==> config.mk <==
export PLATFORM = sky130hd
export DESIGN_NAME = axrm_seq_ctrl
export DESIGN_NICKNAME = d
export VERILOG_FILES = /design/src/rtl/axrm_seq_ctrl.sv
export SDC_FILE = /design/constraint.sdc
export NUM_CORES = 1
export LEC_CHECK = 0
export CORE_MARGIN = 3
export CORE_UTILIZATION = 35
export DETAILED_ROUTE_END_ITERATION = 12
export MAX_ROUTING_LAYER = met4
export SLEW_MARGIN = 20
export SYNTH_ARGS = -nofsm -noshare
export SYNTH_HDL_FRONTEND = slang
export SYNTH_SLANG_ARGS = --single-unit
==> constraint.sdc <==
create_clock -name clk -period 6.1 [get_ports clk]
set_clock_uncertainty 0.05 [all_clocks]
set_input_delay 0.61 -clock clk [delete_from_list [all_inputs] [get_ports clk]]
set_output_delay 0.61 -clock clk [all_outputs]
set_load 0.02 [all_outputs]
==> src/rtl/axrm_seq_ctrl.sv <==
// axrm_seq_ctrl -- sequenced 8x8 approximate recursive multiplier.
//
// One shared 2x2 multiplier cell is reused over 16 cycles. A 4-bit step
// counter walks the digit pairs (i = step[1:0], j = step[3:2]). Each cycle
// it adds cell(a_i, b_j) << (2i+2j) into a 16-bit accumulator. When approx
// mode is latched, the low a-digits (i < APPROX_DIGITS) use an approximate
// cell that maps 3x3 to 7 instead of 9.
//
// Ports:
//   clk        in   sole clock, rising edge
//   rst        in   asynchronous active-high reset
//   in_valid   in   operand request
//   in_ready   out  high in IDLE, block accepts operands
//   a, b       in   8-bit unsigned operands, latched on accept
//   approx     in   approximate mode for this operation, latched on accept
//   out_valid  out  result available, held until out_ready
//   out_ready  in   consumer accepts the result
//   result     out  16-bit product
//   busy       out  high in CALC or DONE
//
// Optional feature macro: AXRM_EARLY_TERM_EN. When defined, a zero operand
// skips the schedule and goes straight to DONE with result 0.

module axrm_seq_ctrl #(
    parameter int unsigned APPROX_DIGITS = 2
) (
    input  logic        clk,
    input  logic        rst,
    input  logic        in_valid,
    output logic        in_ready,
    input  logic [7:0]  a,
    input  logic [7:0]  b,
    input  logic        approx,
    output logic        out_valid,
    input  logic        out_ready,
    output logic [15:0] result,
    output logic        busy
);

    localparam logic [1:0] S_IDLE = 2'd0;
    localparam logic [1:0] S_CALC = 2'd1;
    localparam logic [1:0] S_DONE = 2'd2;

    logic [1:0]  state_q, state_d;
    logic [7:0]  a_q, a_d;
    logic [7:0]  b_q, b_d;
    logic        approx_q, approx_d;
    logic [15:0] acc_q, acc_d;
    logic [3:0]  step_q, step_d;
    logic [15:0] result_q, result_d;
    logic        out_valid_q, out_valid_d;

    logic [1:0]  dig_i, dig_j;
    logic [1:0]  a_dig, b_dig;
    logic        use_approx;
    logic [3:0]  cell_p;
    logic [3:0]  shamt;
    logic [15:0] pp;
    logic [15:0] acc_sum;

    // Shared 2x2 cell and shifted partial product for the current step.
    always_comb begin
        dig_i      = step_q[1:0];
        dig_j      = step_q[3:2];
        a_dig      = a_q[{dig_i, 1'b0} +: 2];
        b_dig      = b_q[{dig_j, 1'b0} +: 2];
        use_approx = approx_q && (32'(dig_i) < APPROX_DIGITS);
        cell_p     = {2'b00, a_dig} * {2'b00, b_dig};
        if (use_approx && (a_dig == 2'd3) && (b_dig == 2'd3)) begin
            cell_p = 4'd7;
        end
        shamt   = {1'b0, dig_i, 1'b0} + {1'b0, dig_j, 1'b0};
        pp      = {12'd0, cell_p} << shamt;
        acc_sum = acc_q + pp;
    end

    always_comb begin
        state_d     = state_q;
        a_d         = a_q;
        b_d         = b_q;
        approx_d    = approx_q;
        acc_d       = acc_q;
        step_d      = step_q;
        result_d    = result_q;
        out_valid_d = out_valid_q;
        case (state_q)
            S_IDLE: begin
                if (in_valid) begin
                    a_d      = a;
                    b_d      = b;
                    approx_d = approx;
                    acc_d    = '0;
                    step_d   = '0;
                    state_d  = S_CALC;
`ifdef AXRM_EARLY_TERM_EN
                    if ((a == 8'd0) || (b == 8'd0)) begin
                        result_d    = '0;
                        out_valid_d = 1'b1;
                        state_d     = S_DONE;
                    end
`endif
                end
            end
            S_CALC: begin
                acc_d  = acc_sum;
                // The 4-bit counter wraps 15->0 exactly on the final step.
                step_d = step_q + 4'd1;
                if (step_q == 4'd15) begin
                    result_d    = acc_sum;
                    out_valid_d = 1'b1;
                    state_d     = S_DONE;
                end
            end
            S_DONE: begin
                if (out_ready) begin
                    out_valid_d = 1'b0;
                    state_d     = S_IDLE;
                end
            end
            default: begin
                state_d     = S_IDLE;
                out_valid_d = 1'b0;
            end
        endcase
    end

    always_ff @(posedge clk or posedge rst) begin
        if (rst) begin
            state_q     <= S_IDLE;
            a_q         <= '0;
            b_q         <= '0;
            approx_q    <= 1'b0;
            acc_q       <= '0;
            step_q      <= '0;
            result_q    <= '0;
            out_valid_q <= 1'b0;
        end else begin
            state_q     <= state_d;
            a_q         <= a_d;
            b_q         <= b_d;
            approx_q    <= approx_d;
            acc_q       <= acc_d;
            step_q      <= step_d;
            result_q    <= result_d;
            out_valid_q <= out_valid_d;
        end
    end

    assign in_ready  = (state_q == S_IDLE);
    assign busy      = (state_q != S_IDLE);
    assign out_valid = out_valid_q;
    assign result    = result_q;

endmodule
==> flow_metrics.py <==
metrics = {
    "worst_setup_path": {
        "reg2reg_depth": 14,
        "required_ns": 6.25,
        "crit_type": "reg -> reg",
        "path_max_fanout": 9,
        "crit_path_max_incr_delay_ns": 0.58,
        "cp_cell_sequence": "mux4_2 -> and2_1 -> ha_1 -> ha_1 -> a21oi_1 -> nor2_1 -> ha_1 -> a2111oi_0 -> o21ai_0 -> and3_1 -> a21oi_1 -> o21ai_0 -> xor2_1 -> mux2_2",
        "timing.rr.start": "step_q[0]",
        "worstPathArrival_ns": 4.50,
        "rrSetupSlack_ns": 1.75,
        "critPathTopFamily": "compound AO/OA/AOI/OAI gates",
        "crit_path_end_kind": "flip-flop",
        "crit_top_cell": "ha_1",
        "path_buf_inv": 0,
        "r2r-end": "result[13]",
        "crit_path_start_kind": "flip-flop",
        "critical-path-slowest-cell": "mux4_2",
    },
    "floorplan": {
        "initial_core_util_pct": 36.2,
        "die_h_um": 101,
        "fp.coreArea_sq_mm": 0.00881,
        "dieArea_sq_mm": 0.0103,
        "io_pins": 40,
        "rows": 34,
        "fp.dieW_um": 101,
    },
    "yosys": {
        "ys.flop_type": "dfrtp_1",
        "synthesis.area_sq_mm": 0.00319,
        "synth_top_cell_area_share_pct": 43.9,
        "yosysTopAreaCell": "dfrtp_1",
        "synth_cell_types": 47,
        "avgSynthCellArea_sq_um": 9.91,
        "ys_top_cells_by_count": "dfrtp_1, nand2_1, o21ai_0",
        "synth.most_common_cell": "dfrtp_1",
        "seq_area_frac_synth_pct": 43.9,
        "async_reset_ff_share_pct": 100,
        "synth_area_leaders": "dfrtp_1, ha_1, mux2_2",
        "synth_enable_flop_cells": 0,
        "synth-seq-cells": 56,
        "syn_inst": 322,
        "synth_fp_nets": 365,
        "yosysWarnings": 0,
    },
    "placement": {
        "dp.cells": 457,
        "gp_congestion": 0.891,
        "dp_hpwl_um": 5140,
        "post-place-ws_ns": 1.77,
        "io_buffers": 39,
    },
    "sta": {
        "relSlewSlack_pct": 30.2,
        "hold_viol": 0,
        "fmax_ghz": 0.230,
        "slew_viol_final": 0,
        "fin_crit_sh_pct": 71.3,
        "rsz0062_at_grt": "false",
        "setup_ws_ns": 1.75,
        "holdWs_ns": 0.430,
        "final.setup.tns_ns": 0,
        "tightestPinTransition_ns": 1.05,
        "final-setup-viol-count": 0,
        "fin_crit_ns": 4.35,
    },
    "global_routing": {
        "grt_max_degree": 57,
        "gr-total-overflow": 0,
        "antenna_found_initial": 0,
        "grt_pass1_vias": 2487,
        "grt_use_total_pct": 14.9,
        "grt_pass1_wl_um": 12000,
    },
    "clock_tree": {
        "cts_setup_buffers": 0,
        "cts.path.max_buffers": 2,
        "cts_resized": 0,
        "htreeDepth": 2,
        "cts-root-buf": "clkbuf_8",
        "cts_tree": "yes",
        "cts_hold_buf": 0,
        "clk_pin_slew_ns": 0.11,
        "cts_sinks": 56,
        "cts_inserted_buffers": 5,
        "clk_latency_ns": 0.31,
    },
    "hold_path": {
        "holdCritPathClass": "reg -> reg",
        "hold_depth": 2,
        "hold_end": "result[7]",
        "hp-start": "result[7]",
    },
    "drt": {
        "wirelength_um": 6900,
        "top_layer_used": "met4",
        "drtIter0Drc": 68,
        "drc_errors": 0,
        "antenna_left": 0,
        "met3_wirelength_um": 256,
        "routedWlPerCell_um": 14.8,
        "viasPerCell": 5.18,
        "firstDrtPassIters": 4,
        "wl_met2_um": 3230,
        "vias": 2411,
        "wl_met1_um": 3350,
    },
    "power_and_ir_drop": {
        "vdd_ir_drop_max_v": 0.000221,
        "powerDensity_mw_per_mm2": 603,
        "power.leakage_nw": 1.72,
        "p_total_mw": 2.28,
    },
    "finish": {
        "n_fill_cell": 857,
        "nets": 399,
        "n_antenna_cell": 0,
        "areaGrowthSynthToFinish_pct": 18.5,
        "instances_no_fill": 465,
        "drive_gt1_share_pct": 11.5,
    },
    "job": {
        "drv_cap": 0,
    },
    "outcome": {
        "outcome": "finished clean",
    },
}
[cell families after synthesis]
group,count (synthesis),share of synthesized area (%)
compound gates,82,16.2
xor+xnor,14,3.84
fa+ha+maj,22,9.09
buf+inv,20,2.82
flops,56,43.9
mux,24,9.49
simple gates,104,14.7
[through the flow]
step	util [%]	cell area, sq um
floorplan	-	3190
global placement	41.7	3670
detailed placement	41.7	3670
CTS	43.0	3780
global route	43.0	3780
finish	43.0	3780
[report_power, final]
part           switching, mW  internal (mW)  total [mW]
registers              0.118          0.543       0.661
clock network          0.132          0.124       0.256
logic                  0.756          0.608        1.36
[area by class of cell]
class,instances,area (sq um),area share [%]
clock buffer,5,68.8,1.82
clock inverter,3,46.3,1.22
inverter,5,18.8,0.496
multi-input combinational,246,1700,44.9
sequential,56,1400,37.0
tap,108,135,3.57
timing repair buffer,42,413,10.9
[cells in the final DEF, fill, tap and decap left out, types with 3 or more instances in the layout]
cell type,instances
a21o_1,6
a21oi_1,22
a22o_1,8
and2_1,3
buf_4,3
clkbuf_8,5
clkdlybuf4s50_1,39
dfrtp_1,56
ha_1,20
inv_1,3
mux2_2,20
mux4_2,3
nand2_1,51
nand2b_1,3
nand4_1,3
nor2_1,23
nor2b_1,4
nor3_1,4
o21ai_0,24
o22ai_1,4
xnor2_1,8
xor2_1,6
[tightest hold or removal path, stage by stage (launching register included)]
cell	delay [ns]
dfrtp_1	0.36
nand2_1	0.05
nand2_1	0.05
[per-layer routing]
| layer | global-route usage, % | vias to the layer above |
|---|---|---|
| li1 | - | 1207 |
| met1 | 19.6 | 1152 |
| met2 | 24.4 | 45 |
| met3 | 2.55 | 7 |
| met4 | 2.76 | 0 |
| met5 | - | - |
[registers in the layout, indices dropped and copies added, names as in the netlist]
name       flops
out_valid      1
step_q         4
state_q        2
acc_q         16
approx_q       1
result        16
a_q            8
b_q            8
[worst max path at each step]
stage / endpoint / startpoint / depth (start not counted) / slack, ns
4_1_cts: result[13] / step_q[0] / 14 / 1.75
3_5_place_dp: result[13] / step_q[0] / 14 / 1.77
3_3_place_gp: result[13] / step_q[0] / 14 / 1.90
2_1_floorplan: result[13] / step_q[0] / 15 / 2.21
6_report: result[13] / step_q[0] / 14 / 1.75
5_1_grt: result[13] / step_q[0] / 16 / 1.38
Power figures use the tool's default switching activity.
